$ cat src/rtl/pc_fetch_unit.sv
// ---------------------------------------------------------------------------
// pc_fetch_unit
//
// Program counter, hardware return stack and instruction register for the
// PIC16F core. It sits directly upstream of the instruction decoder. It
// drives the program-memory address, captures the returned word into the
// instruction register, and applies the decoder's per-cycle control strobes.
//
// Ports
//   clk            clock, all state updates on the rising edge
//   rst            synchronous, active-high reset
//   prog_addr      program memory address (combinationally equal to pc)
//   prog_data      program memory word at prog_addr (asynchronous read)
//   instr_current  instruction register, feeds the decoder
//   pc             current PC, the address of the next word to load
//   instr_rd_en    load prog_data into IR
//   instr_flush    load NOP (14'h0000) into IR; wins over instr_rd_en
//   pc_incr_en     PC <= PC + 1
//   pc_j_en        goto:  PC <= {pclath[4:3], IR[10:0]}
//   pc_call_en     call:  push PC, then jump as for goto
//   pc_ret_en      return: PC <= popped value
//   pcl_wr_en      PCL write: PC <= {pclath[4:0], pcl_wr_data}
//   pcl_wr_data    new PCL value
//   pclath         PCLATH register contents
//   stack_ovf      sticky, set by a push while the stack is full
//   stack_unf      sticky, set by a pop while the stack is empty
//   dbg_depth_o    debug: number of valid stack entries
//   dbg_sp_o       debug: stack pointer (next free slot)
//
// Control interface: the strobes carry no valid/ready handshake. Each strobe
// is a level sampled on every rising edge. A strobe held high re-applies its
// action every cycle, and the block never back-pressures the decoder.
// ---------------------------------------------------------------------------
module pc_fetch_unit #(
  parameter int PC_WIDTH    = 13,
  parameter int STACK_DEPTH = 8   // must be a power of 2
) (
  input  logic                           clk,
  input  logic                           rst,
  output logic [PC_WIDTH-1:0]            prog_addr,
  input  logic [13:0]                    prog_data,
  output logic [13:0]                    instr_current,
  output logic [PC_WIDTH-1:0]            pc,
  input  logic                           instr_rd_en,
  input  logic                           instr_flush,
  input  logic                           pc_incr_en,
  input  logic                           pc_j_en,
  input  logic                           pc_call_en,
  input  logic                           pc_ret_en,
  input  logic                           pcl_wr_en,
  input  logic [7:0]                     pcl_wr_data,
  input  logic [4:0]                     pclath,
  output logic                           stack_ovf,
  output logic                           stack_unf,
  output logic [$clog2(STACK_DEPTH):0]   dbg_depth_o,
  output logic [$clog2(STACK_DEPTH)-1:0] dbg_sp_o
);

  localparam int SP_W = $clog2(STACK_DEPTH);
  localparam int DW   = SP_W + 1;
  localparam logic [DW-1:0] DEPTH_FULL = DW'(STACK_DEPTH);

  // -------------------------------------------------------------------------
  // State
  // -------------------------------------------------------------------------
  logic [PC_WIDTH-1:0] pc_q,    pc_d;
  logic [13:0]         ir_q,    ir_d;
  logic [SP_W-1:0]     sp_q,    sp_d;
  logic [DW-1:0]       depth_q, depth_d;
  logic                ovf_q,   ovf_d;
  logic                unf_q,   unf_d;

  // The return stack has no reset. Its contents are only ever read after
  // being written, except on an underflow pop, where the result is whatever
  // the wrapped slot happens to hold (as on the real part).
  logic [PC_WIDTH-1:0] stack_q [STACK_DEPTH];

  // -------------------------------------------------------------------------
  // Derived values
  // -------------------------------------------------------------------------
  logic [PC_WIDTH-1:0] jump_tgt;
  logic [PC_WIDTH-1:0] pcl_tgt;
  logic [PC_WIDTH-1:0] pc_plus1;
  logic [SP_W-1:0]     sp_inc;
  logic [SP_W-1:0]     sp_dec;
  logic [PC_WIDTH-1:0] pop_val;
  logic                do_push;

  // The jump target uses the IR as it stands this cycle, before any IR load
  // or flush requested by the same strobe set.
  assign jump_tgt = PC_WIDTH'({pclath[4:3], ir_q[10:0]});
  assign pcl_tgt  = PC_WIDTH'({pclath, pcl_wr_data});
  assign pc_plus1 = pc_q + PC_WIDTH'(1);  // wraps modulo 2^PC_WIDTH

  // The pointer width matches the depth exactly, so +1/-1 wrap naturally.
  assign sp_inc  = sp_q + SP_W'(1);
  assign sp_dec  = sp_q - SP_W'(1);
  assign pop_val = stack_q[sp_dec];

  // -------------------------------------------------------------------------
  // Instruction register next state: flush beats read, otherwise hold.
  // -------------------------------------------------------------------------
  always_comb begin
    ir_d = ir_q;
    if (instr_flush) begin
      ir_d = 14'h0000;
    end else if (instr_rd_en) begin
      ir_d = prog_data;
    end
  end

  // -------------------------------------------------------------------------
  // PC / stack next state. Exactly one PC action is taken per cycle, picked
  // in priority order: return, call, goto, PCL write, increment, hold.
  // A return with a simultaneous call therefore performs only the pop.
  // -------------------------------------------------------------------------
  always_comb begin
    pc_d    = pc_q;
    sp_d    = sp_q;
    depth_d = depth_q;
    ovf_d   = ovf_q;
    unf_d   = unf_q;
    do_push = 1'b0;

    if (pc_ret_en) begin
      pc_d = pop_val;
      sp_d = sp_dec;
      // An empty-stack pop still moves the pointer and loads the wrapped
      // slot. Only the depth counter saturates at zero.
      if (depth_q == '0) begin
        unf_d = 1'b1;
      end else begin
        depth_d = depth_q - DW'(1);
      end
    end else if (pc_call_en) begin
      do_push = 1'b1;
      pc_d    = jump_tgt;
      sp_d    = sp_inc;
      // A full-stack push overwrites the oldest entry (circular buffer), and
      // the depth stays at full.
      if (depth_q == DEPTH_FULL) begin
        ovf_d = 1'b1;
      end else begin
        depth_d = depth_q + DW'(1);
      end
    end else if (pc_j_en) begin
      pc_d = jump_tgt;
    end else if (pcl_wr_en) begin
      pc_d = pcl_tgt;
    end else if (pc_incr_en) begin
      pc_d = pc_plus1;
    end
  end

  // -------------------------------------------------------------------------
  // Registers
  // -------------------------------------------------------------------------
  always_ff @(posedge clk) begin
    if (rst) begin
      pc_q    <= '0;
      ir_q    <= 14'h0000;
      sp_q    <= '0;
      depth_q <= '0;
      ovf_q   <= 1'b0;
      unf_q   <= 1'b0;
    end else begin
      pc_q    <= pc_d;
      ir_q    <= ir_d;
      sp_q    <= sp_d;
      depth_q <= depth_d;
      ovf_q   <= ovf_d;
      unf_q   <= unf_d;
    end
  end

  // The return address pushed is the current PC, which already points at
  // the word after the call because the call word was fetched with an
  // increment.
  always_ff @(posedge clk) begin
    if (!rst && do_push) begin
      stack_q[sp_q] <= pc_q;
    end
  end

  // -------------------------------------------------------------------------
  // Outputs
  // -------------------------------------------------------------------------
  assign pc            = pc_q;
  assign prog_addr     = pc_q;
  assign instr_current = ir_q;
  assign stack_ovf     = ovf_q;
  assign stack_unf     = unf_q;
  assign dbg_depth_o   = depth_q;
  assign dbg_sp_o      = sp_q;

endmodule
$ cat config.mk
export PLATFORM = sky130hd
export DESIGN_NAME = pc_fetch_unit
export DESIGN_NICKNAME = d
export VERILOG_FILES = /design/src/rtl/pc_fetch_unit.sv
export SDC_FILE = /design/constraint.sdc
export NUM_CORES = 1
export LEC_CHECK = 0
export BUFFER_PORTS_ARGS = -buffer_cell sky130_fd_sc_hd__buf_2
export CAP_MARGIN = 20
export CORE_MARGIN = 2
export CORE_UTILIZATION = 40
export CTS_BUF_LIST = sky130_fd_sc_hd__clkbuf_4
export DETAILED_ROUTE_END_ITERATION = 16
export PLACE_DENSITY = 0.57
export SLEW_MARGIN = 20
export SYNTH_ARGS = -nofsm -noshare
export SYNTH_HDL_FRONTEND = slang
export SYNTH_SLANG_ARGS = --single-unit
$ cat constraint.sdc
create_clock -name clk -period 2.52 [get_ports clk]
set_input_delay 0.126 -clock clk [delete_from_list [all_inputs] [get_ports clk]]
set_output_delay 0.126 -clock clk [all_outputs]
set_load 0.01 [all_outputs]
==> results of run 1 <==
[cell families (layout without fill, tap and decap cells)]
logic type	Yosys count	count (layout)	synth area share
AND/OR/NAND/NOR	107	107	0.0813
buffers and inverters	46	188	0.0430
multiplexers	53	53	0.142
flip-flops	140	140	0.633
XOR/XNOR	12	12	0.0173
adder cells (fa/ha/maj)	6	6	0.0136
other	0	2	0
AO/OA/AOI/OAI	64	64	0.0704
[timing repair]
item / in CTS / in global routing
buffers inserted: 0 / 0
hold endpoints to repair: 24 / 0
hold buffers: 32 / 0
[layer usage]
metal,up-vias,part of all wire
met4,0,0.017
li1,1885,-
met3,22,0.056
met1,2014,0.45
met2,157,0.48
met5,-,0
[flip-flops by register name (all words and copies together), names as in the netlist]
register / count
stack_unf: 1
dbg_sp_o: 3
dbg_depth_o: 4
pc: 13
stack_q: 104
instr_current: 14
stack_ovf: 1
[cell usage in the layout, fill, tap and decap left out, drive strengths merged, types with 2 or more instances in the layout]
cell	synthesis	routed
a222oi	2	2
o211ai	2	2
and4	3	3
and2	3	3
dlygate4sd3	0	32
buf	29	116
xnor2	8	8
a21oi	15	15
inv	7	7
a22oi	5	5
ha	5	5
dfxtp	36	36
nand3b	2	2
a211oi	3	3
nor3	9	9
xor2	4	4
diode	0	2
nor2	45	45
a31oi	4	4
edfxtp	104	104
bufinv	0	2
o21bai	2	2
nor2b	2	2
nand3	8	8
clkbuf	9	20
or2	2	2
a211o	2	2
clkinv	1	10
nand4	3	3
a311oi	3	3
o22ai	2	2
mux2i	23	23
nand2	23	23
o21ai	16	16
or3	4	4
mux4	26	26
a32o	2	2
mux2	4	4
[worst max-delay path, delay by kind of cell, from the launching register on]
family / cells / cell delay (ns)
DFF: 1 / 0.50
AOI/OAI and AO/OA: 1 / 0.24
muxes: 2 / 0.59
and+or+nand+nor: 1 / 0.06
buffers and inverters: 2 / 0.35
adders and majority gates: 1 / 0.36
[report_power, final]
part	total (mW)	internal (mW)	switching, mW
Clock	1.37	0.596	0.771
Sequential	2.72	2.61	0.119
Combinational	0.977	0.469	0.508
[worst max path at each step]
stage	slack, ns	start	to	cells past startpoint
floorplan	0.01	dbg_sp_o[0]	pc[6]	10
CTS	0.28	dbg_sp_o[1]	pc[1]	7
detailed placement	0.33	dbg_sp_o[1]	pc[1]	7
global placement	0.41	dbg_sp_o[1]	pc[1]	7
global route	0.13	dbg_sp_o[1]	pc[0]	7
finish	0.28	dbg_sp_o[1]	pc[1]	7
[stage by stage]
step | utilization | cell area [sq um] | hold slack, ns
after floorplan | - | 6080 | 0.204
after global placement | 0.450 | 6760 | 0.361
after detailed placement | 0.450 | 6760 | 0.370
after CTS | 0.488 | 7340 | 0.000327
after global routing | 0.489 | 7340 | 0.0275
final | 0.489 | 7340 | 0.0274
[layout make-up]
| class | instances | area (sq um) | share of cell area |
|---|---|---|---|
| Sequential cell | 140 | 3840 | 0.524 |
| Multi-Input combinational cell | 242 | 1980 | 0.270 |
| Timing Repair Buffer | 148 | 993 | 0.135 |
| Tap cell | 188 | 235 | 0.0320 |
| Clock buffer | 20 | 150 | 0.0204 |
| Clock inverter | 12 | 105 | 0.0143 |
| Inverter | 8 | 30.0 | 0.00409 |
| Antenna cell | 2 | 5.00 | 0.000681 |
==> results.json, run 1 <==
{
  "outcome": "finished, final reports clean",
  "grt_pass1_vias": 4104,
  "nFillCells": 1299,
  "grt_setup_unrepaired": "no",
  "grt-ovfl-total": 0,
  "clock_skew_ns": 0.0204,
  "drc": 0,
  "ys_types": 52,
  "crit_arrival_ns": 2.68,
  "postSynthAreaPerCell_sq_um": 14.2,
  "layout_setup_ws_ns": 0.277,
  "cts_resized": 0,
  "fin_crit_ns": 2.24,
  "cp_slowest_cell": "dfxtp_1",
  "syn_nets": 470,
  "pin_count": 85,
  "rows": 45,
  "clockBufferDepth": 2,
  "cts.htree.levels": 4,
  "drtIter0Drc": 262,
  "hold_path.class": "input port to register",
  "synth-edff-count": 104,
  "clock-sinks": 140,
  "synthToLayoutAreaGrowth_pct": 20.9,
  "r2r-start": "dbg_sp_o[1]",
  "crit_path_max_fanout": 27,
  "drive_gt1_frac": 0.316,
  "yosys_warnings": 0,
  "coreArea_sq_um": 15000,
  "syn_area_sq_um": 6080,
  "pre_cts_slack_ns": 0.326,
  "routed_wl_um": 15100,
  "path_cells": "inv_1 -> ha_1 -> buf_12 -> mux4_2 -> mux2_2 -> a222oi_1 -> nor2_1",
  "path_class": "register to register",
  "power_mw": 5.07,
  "ctsRootBufferMaster": "clkbuf_4",
  "async_flop_share": 0,
  "layout.cells.non_filler": 760,
  "postRouteAntennaNets": 0,
  "synth-seq-cells": 140,
  "grt_usage": 0.197,
  "max_cap_violations": 0,
  "viasPerCell": 5.37,
  "timing.rr.end": "pc[1]",
  "wire_per_inst_um": 19.8,
  "synthCells": 428,
  "clk_pin_slew_ns": 0.12,
  "critPathLaunchType": "register",
  "yosysSeqAreaShare": 0.633,
  "grt_pass1_wl_um": 23500,
  "synth_top_area_share": 0.514,
  "busiest_layer": "met2",
  "worstSetupEndpointType": "register",
  "cp_slowest_stage_delay_ns": 0.50,
  "tns_ns": 0,
  "hold_viol_final": 0,
  "met1_usage": 0.268,
  "synth_common_cells": "104 x edfxtp_1, 45 x nor2_1, 36 x dfxtp_1, 26 x mux4_2",
  "hold_depth": 3,
  "place_inst": 694,
  "tightest_slew_ns": 0.625,
  "hp-start": "instr_flush",
  "fin_crit_sh": 0.890,
  "fin_nets": 599,
  "initial_core_util": 0.404,
  "cts_buffers": 17,
  "io_buffers": 84,
  "yosysTopAreaCell": "edfxtp_1",
  "vdd_drop_max_v": 0.000416,
  "leakage_nw": 2.81,
  "clkLatencyLatePin_ns": 0.56,
  "grt_max_degree": 28,
  "dieWidth_um": 127,
  "vias": 4078,
  "dpl.hpwl_um": 10000,
  "hold_end": "instr_current[5]",
  "grtUsageMet3": 0.0490,
  "reg2reg_depth": 7,
  "maxSlewViolCount": 0,
  "yosysMostFrequentCell": "edfxtp_1",
  "synth_area_leaders": "edfxtp_1 51%, dfxtp_1 12%, mux4_2 9.6%",
  "synth_flop_cell": "edfxtp_1",
  "grt_use_met2": 0.311,
  "globalplace.congestion": 0.844,
  "r2r_slack_ns": 0.28,
  "critPathRequiredTime_ns": 2.96,
  "antenna_found_initial": 1,
  "cts_tree": "yes",
  "finalSetupViolCount": 0,
  "dr.pass1.iters": 5,
  "maxSlewHeadroom": 0.582,
  "max_freq_mhz": 446,
  "die_h_um": 127,
  "p_per_area_nw_per_um2": 690,
  "die_area_sq_um": 16200
}
No activity file was read; power rests on OpenSTA's default activity.
==> run 2: changes to the inputs <==
- ABC_AREA: unset -> 1
==> run 2 against run 1 <==
  * Flip-flop and latch count did not move
  * Synthesized cell count is 51% higher
  * Die area rose by 2.8%
  * First-iteration DRC count increased by 67%
  * Synthesized area increased by 2.9%
  * Clock-buffer cell count fell by 3
  * Clock skew fell by 0.0034 ns
  * Sequential power barely moved
  * Power is 0.72% higher
==> results.json, run 2 <==
{
  "drt-met1-wl_um": 7540,
  "clock_skew_ns": 0.0170,
  "drc": 0,
  "pin_count": 85,
  "synth_common_cells": "123 x nand2_1, 104 x edfxtp_1, 103 x nor2_1, 76 x o21ai_0, 49 x a21oi_1",
  "cts_resized": 0,
  "hold_viol_final": 0,
  "critPathRequiredTime_ns": 2.96,
  "p_per_area_nw_per_um2": 688,
  "crit_arrival_ns": 2.68,
  "max_cap_violations": 0,
  "clock-sinks": 140,
  "grt_usage": 0.215,
  "wire_per_inst_um": 17.6,
  "postCtsHoldBufs": 32,
  "maxSlewHeadroom": 0.386,
  "max_freq_mhz": 446,
  "grt_pass1_vias": 4927,
  "initial_core_util": 0.410,
  "postSynthAreaPerCell_sq_um": 9.65,
  "synth-edff-count": 104,
  "synth_area_leaders": "edfxtp_1 50%, dfxtp_1 12%, nand2_1 7.4%",
  "clockBufferDepth": 2,
  "die_area_sq_um": 16600,
  "yosysTopAreaCell": "edfxtp_1",
  "leakage_nw": 2.90,
  "syn_nets": 690,
  "fin_crit_sh": 0.889,
  "fin_nets": 804,
  "dieWidth_um": 129,
  "outcome": "finished, final reports clean",
  "drive_gt1_frac": 0.191,
  "tns_ns": 0,
  "pre_cts_slack_ns": 0.183,
  "die_h_um": 129,
  "tightest_slew_ns": 0.919,
  "cts.htree.levels": 4,
  "grt_pass1_wl_um": 26800,
  "yosysMostFrequentCell": "nand2_1",
  "synthCells": 648,
  "syn_area_sq_um": 6250,
  "synth_flop_cell": "edfxtp_1",
  "highest_layer": "met4",
  "cts_buffers": 17,
  "post_cts_buffers": 0,
  "dr_wl_met3_um": 1140,
  "maxSlewViolCount": 0,
  "synth_top_area_share": 0.500,
  "synthToLayoutAreaGrowth_pct": 18.8,
  "grt_max_degree": 63,
  "crit_path_max_fanout": 27,
  "routed_wl_um": 17300,
  "dpl.hpwl_um": 10900,
  "synth-seq-cells": 140,
  "rows": 45,
  "reg2reg_depth": 10,
  "regMostFlops": "stack_q",
  "postRouteAntennaNets": 0,
  "final_common_cell": "nand2_1",
  "grt-ovfl-total": 0,
  "clk_pin_slew_ns": 0.13,
  "wl_met2_um": 8250,
  "finalSetupViolCount": 0,
  "cts_tree": "yes",
  "yosysSeqAreaShare": 0.615,
  "io_buffers": 84,
  "ys_types": 34,
  "hold_path.class": "input port to register",
  "fin_crit_ns": 2.24,
  "coreArea_sq_um": 15300,
  "final_cell_mix": "123 x nand2_1, 104 x edfxtp_1, 103 x nor2_1",
  "dpl_cell_area_sq_um": 6850,
  "viasPerCell": 5.17,
  "path_class": "register to register",
  "ctsRootBufferMaster": "clkbuf_4",
  "yosys_warnings": 0,
  "grt_setup_unrepaired": "no",
  "design_area_sq_um": 7420,
  "antenna_found_initial": 1,
  "vdd_drop_max_v": 0.000387,
  "worstSetupEndpointType": "register",
  "drtIter0Drc": 437,
  "dr.pass1.iters": 5,
  "clkLatencyLatePin_ns": 0.53,
  "globalplace.congestion": 0.917,
  "hold_depth": 5,
  "async_flop_share": 0,
  "largest_reg_flops": 104,
  "critPathLaunchType": "register",
  "layout_setup_ws_ns": 0.279,
  "vias": 5107
}
[run 2: path summary, 6_finish.rpt]
path                from   endpoint  slack, ns
max reg2reg  dbg_sp_o[1]      pc[3]       0.28
max          dbg_sp_o[1]      pc[3]       0.28
min            pclath[0]      pc[8]       0.03
min reg2reg    stack_unf  stack_unf       0.46
[run 2: worst max-delay path: stages (launching register included)]
cell,delay [ns]
dfxtp_1,0.42
inv_1,0.11
ha_1,0.42
inv_2,0.46
nor2_1,0.09
o21ai_0,0.09
o21ai_0,0.11
nand2_1,0.06
nand3_1,0.13
a21oi_1,0.18
nor2_1,0.05
[run 2: logic make-up (layout without fill, tap and decap cells)]
family                   after synthesis  in the layout  synth area share
AND/OR/NAND/NOR                      261            261             0.166
buffers and inverters                 82            209            0.0671
XOR/XNOR                               6              6           0.00961
AO/OA/AOI/OAI                        153            153             0.129
other                                  0              1                 0
adder cells (fa/ha/maj)                6              6            0.0132
flip-flops                           140            140             0.615
[run 2: stage by stage]
stage          power (mW)  hold WS [ns]  utilization  cells
2_1_floorplan        3.46         0.195            -    648
3_3_place_gp         3.78         0.376        0.449    922
3_5_place_dp         3.80         0.384        0.449    922
4_1_cts              5.12       0.00107        0.486    986
5_1_grt              5.36        0.0433        0.487    987
6_report             5.10        0.0315        0.487    987
[run 2: layer usage]
layer	vias to the layer above	GRT usage
met5	-	0
li1	2438	-
met3	28	0.0479
met4	0	0.0767
met2	209	0.360
met1	2432	0.276
[run 2: report_power, final]
group | internal (mW) | switching (mW)
combinational | 0.387 | 0.646
sequential | 2.62 | 0.135
clock | 0.481 | 0.837
[run 2: area by class of cell]
class / instances / area (sq um)
fillers: 1438 / 7840
well taps: 211 / 264
multi-input cells: 426 / 1990
clock buffers: 17 / 128
inverters: 39 / 153
diodes: 1 / 2.50
flip-flops and latches: 140 / 3840
clock inverters: 15 / 125
repair buffers: 138 / 918
==> run 3: changes to the inputs <==
- BUFFER_PORTS_ARGS: -buffer_cell sky130_fd_sc_hd__buf_2 -> -buffer_cell sky130_fd_sc_hd__buf_4
- CTS_BUF_LIST: sky130_fd_sc_hd__clkbuf_4 -> sky130_fd_sc_hd__clkbuf_4 sky130_fd_sc_hd__clkbuf_8
==> run 3 against run 2 <==
  * Hold slack improved by 0.0094 ns
  * Critical path depth did not move
  * Final cell count rose by 0.51%
  * Critical path type unchanged
  * Flip-flop and latch count did not move
==> results.json, run 3 (synthesis gave the netlist of run 2 again) <==
{
  "synthToLayoutAreaGrowth_pct": 24.6,
  "nFillCells": 1394,
  "dieWidth_um": 129,
  "io_buffers": 84,
  "worstSetupEndpointType": "register",
  "coreArea_sq_um": 15300,
  "dpl.hpwl_um": 11200,
  "max_freq_mhz": 487,
  "fin_crit_ns": 2.05,
  "r2r-start": "dbg_sp_o[1]",
  "final_common_cell": "nand2_1",
  "crit_arrival_ns": 2.39,
  "path_class": "register to register",
  "maxSlewViolCount": 0,
  "clk_pin_slew_ns": 0.08,
  "hold_viol_final": 0,
  "p_sw_mw": 1.61,
  "drtIter0Drc": 450,
  "die_h_um": 129,
  "cts_buffers": 17,
  "finalSetupViolCount": 0,
  "largest_reg_flops": 104,
  "grt_pass1_vias": 4926,
  "drc": 0,
  "clkLatencyLatePin_ns": 0.45,
  "drive_gt1_frac": 0.198,
  "wire_per_inst_um": 17.4,
  "leakage_nw": 3.03,
  "vdd_drop_max_v": 0.000413,
  "vias": 5065,
  "ctsRootBufferMaster": "clkbuf_8",
  "switching_share": 0.284,
  "clock-sinks": 140,
  "layout_setup_ws_ns": 0.467,
  "postRouteAntennaNets": 0,
  "path_cells": "inv_1 -> ha_1 -> inv_2 -> nor2_1 -> o21ai_0 -> o21ai_0 -> nand2_1 -> nand3_1 -> a21oi_1 -> nor2_1",
  "maxSlewHeadroom": 0.506,
  "fin_crit_sh": 0.815,
  "fin_nets": 810,
  "p_int_mw": 4.05,
  "grt_pass1_wl_um": 26900,
  "cp_slowest_cell": "dfxtp_1",
  "p_per_area_nw_per_um2": 726,
  "tightest_slew_ns": 0.740,
  "final_cell_mix": "123 x nand2_1, 115 x buf_4, 104 x edfxtp_1",
  "routed_wl_um": 17200,
  "antenna_found_initial": 0,
  "critPathLaunchType": "register",
  "grt_setup_unrepaired": "no",
  "crit_start": "dbg_sp_o[1]",
  "grt-ovfl-total": 0,
  "hp-start": "pcl_wr_data[3]",
  "highest_layer": "met4",
  "tns_ns": 0,
  "grt_usage": 0.217,
  "grt_max_degree": 63,
  "clkPwrFrac": 0.315,
  "outcome": "finished, final reports clean",
  "dr_wl_met3_um": 1030,
  "regMostFlops": "stack_q",
  "clockBufferDepth": 2,
  "diodes": 0,
  "pre_cts_slack_ns": 0.462,
  "initial_core_util": 0.410,
  "critPathRequiredTime_ns": 2.86,
  "post_cts_buffers": 0,
  "p_seq_frac": 0.483,
  "max_cap_violations": 0,
  "viasPerCell": 5.11,
  "pin_count": 85,
  "pwr-share-comb": 0.201,
  "wl_met2_um": 7990,
  "final_core_util": 0.511,
  "drt-met1-wl_um": 7930,
  "globalplace.congestion": 0.866,
  "cts.htree.levels": 4,
  "hold_path.class": "input port to register",
  "clock_skew_ns": 0.0101,
  "die_area_sq_um": 16600,
  "cts_tree": "yes",
  "dr.pass1.iters": 5,
  "cp_slowest_stage_delay_ns": 0.41,
  "crit_path_max_fanout": 27,
  "rows": 45
}
==> run 3: cell count changes in the layout (fill, tap and decap cells not counted), sizes merged <==
cell	previous run	this run
buf	106	115
bufinv	1	2
clkinvlp	5	2
inv	38	37
diode	1	0
clkinv	10	7
clkbuf	17	23
dlygate4sd3	32	29
==> run 3: worst paths after layout <==
kind,depth (start not counted),slack [ns],endpoint
setup / recovery,10,0.47,pc[3]
hold / removal,5,0.04,pc[3]
setup reg to reg,10,0.47,pc[3]
hold reg to reg,2,0.46,stack_unf
==> run 3: worst max-delay path: cells and delay by family (launching register included) <==
family	cells	cell delay, ns
buffers and inverters	2	0.49
flip-flops	1	0.41
adder cells (fa/ha/maj)	1	0.33
AO/OA/AOI/OAI	3	0.36
AND/OR/NAND/NOR	4	0.34
==> run 3: final cells by class <==
type	count	area (sq um)	share of cell area
Sequential cell	140	3840	0.494
Multi-Input combinational cell	426	1990	0.255
Timing Repair Buffer	144	1150	0.148
Clock buffer	23	292	0.0374
Tap cell	211	264	0.0339
Inverter	39	153	0.0196
Clock inverter	9	95.1	0.0122
==> run 3: power by group through the flow <==
stage | Sequential [mW] | Combinational, mW | Clock (mW)
floorplan | 2.82 | 0.643 | 0
global placement | 2.78 | 1.09 | 0
detailed placement | 2.78 | 1.10 | 0
CTS | 2.73 | 1.14 | 1.82
global route | 2.75 | 1.27 | 1.90
finish | 2.73 | 1.14 | 1.78
==> run 3: layer usage <==
| metal | GRT usage | vias to the layer above |
|---|---|---|
| met2 | 0.340 | 184 |
| li1 | - | 2442 |
| met3 | 0.0479 | 20 |
| met1 | 0.293 | 2419 |
| met5 | 0 | - |
| met4 | 0.0914 | 0 |
==> run 3: per-stage QoR <==
stage	cell area [sq um]	instances	hold slack (ns)	total power, mW
after floorplan	6250	648	0.195	3.46
after global placement	7110	931	0.351	3.87
after CTS	7790	992	0.00826	5.69
after detailed placement	7110	931	0.349	3.89
after global routing	7790	992	0.0482	5.93
final	7790	992	0.0408	5.66
==> run 3: timing repair <==
action | 4_1_cts | 5_1_grt
hold buffers | 29 | 0
hold endpoints to repair | 16 | 0
gates resized for setup | 0 | 0
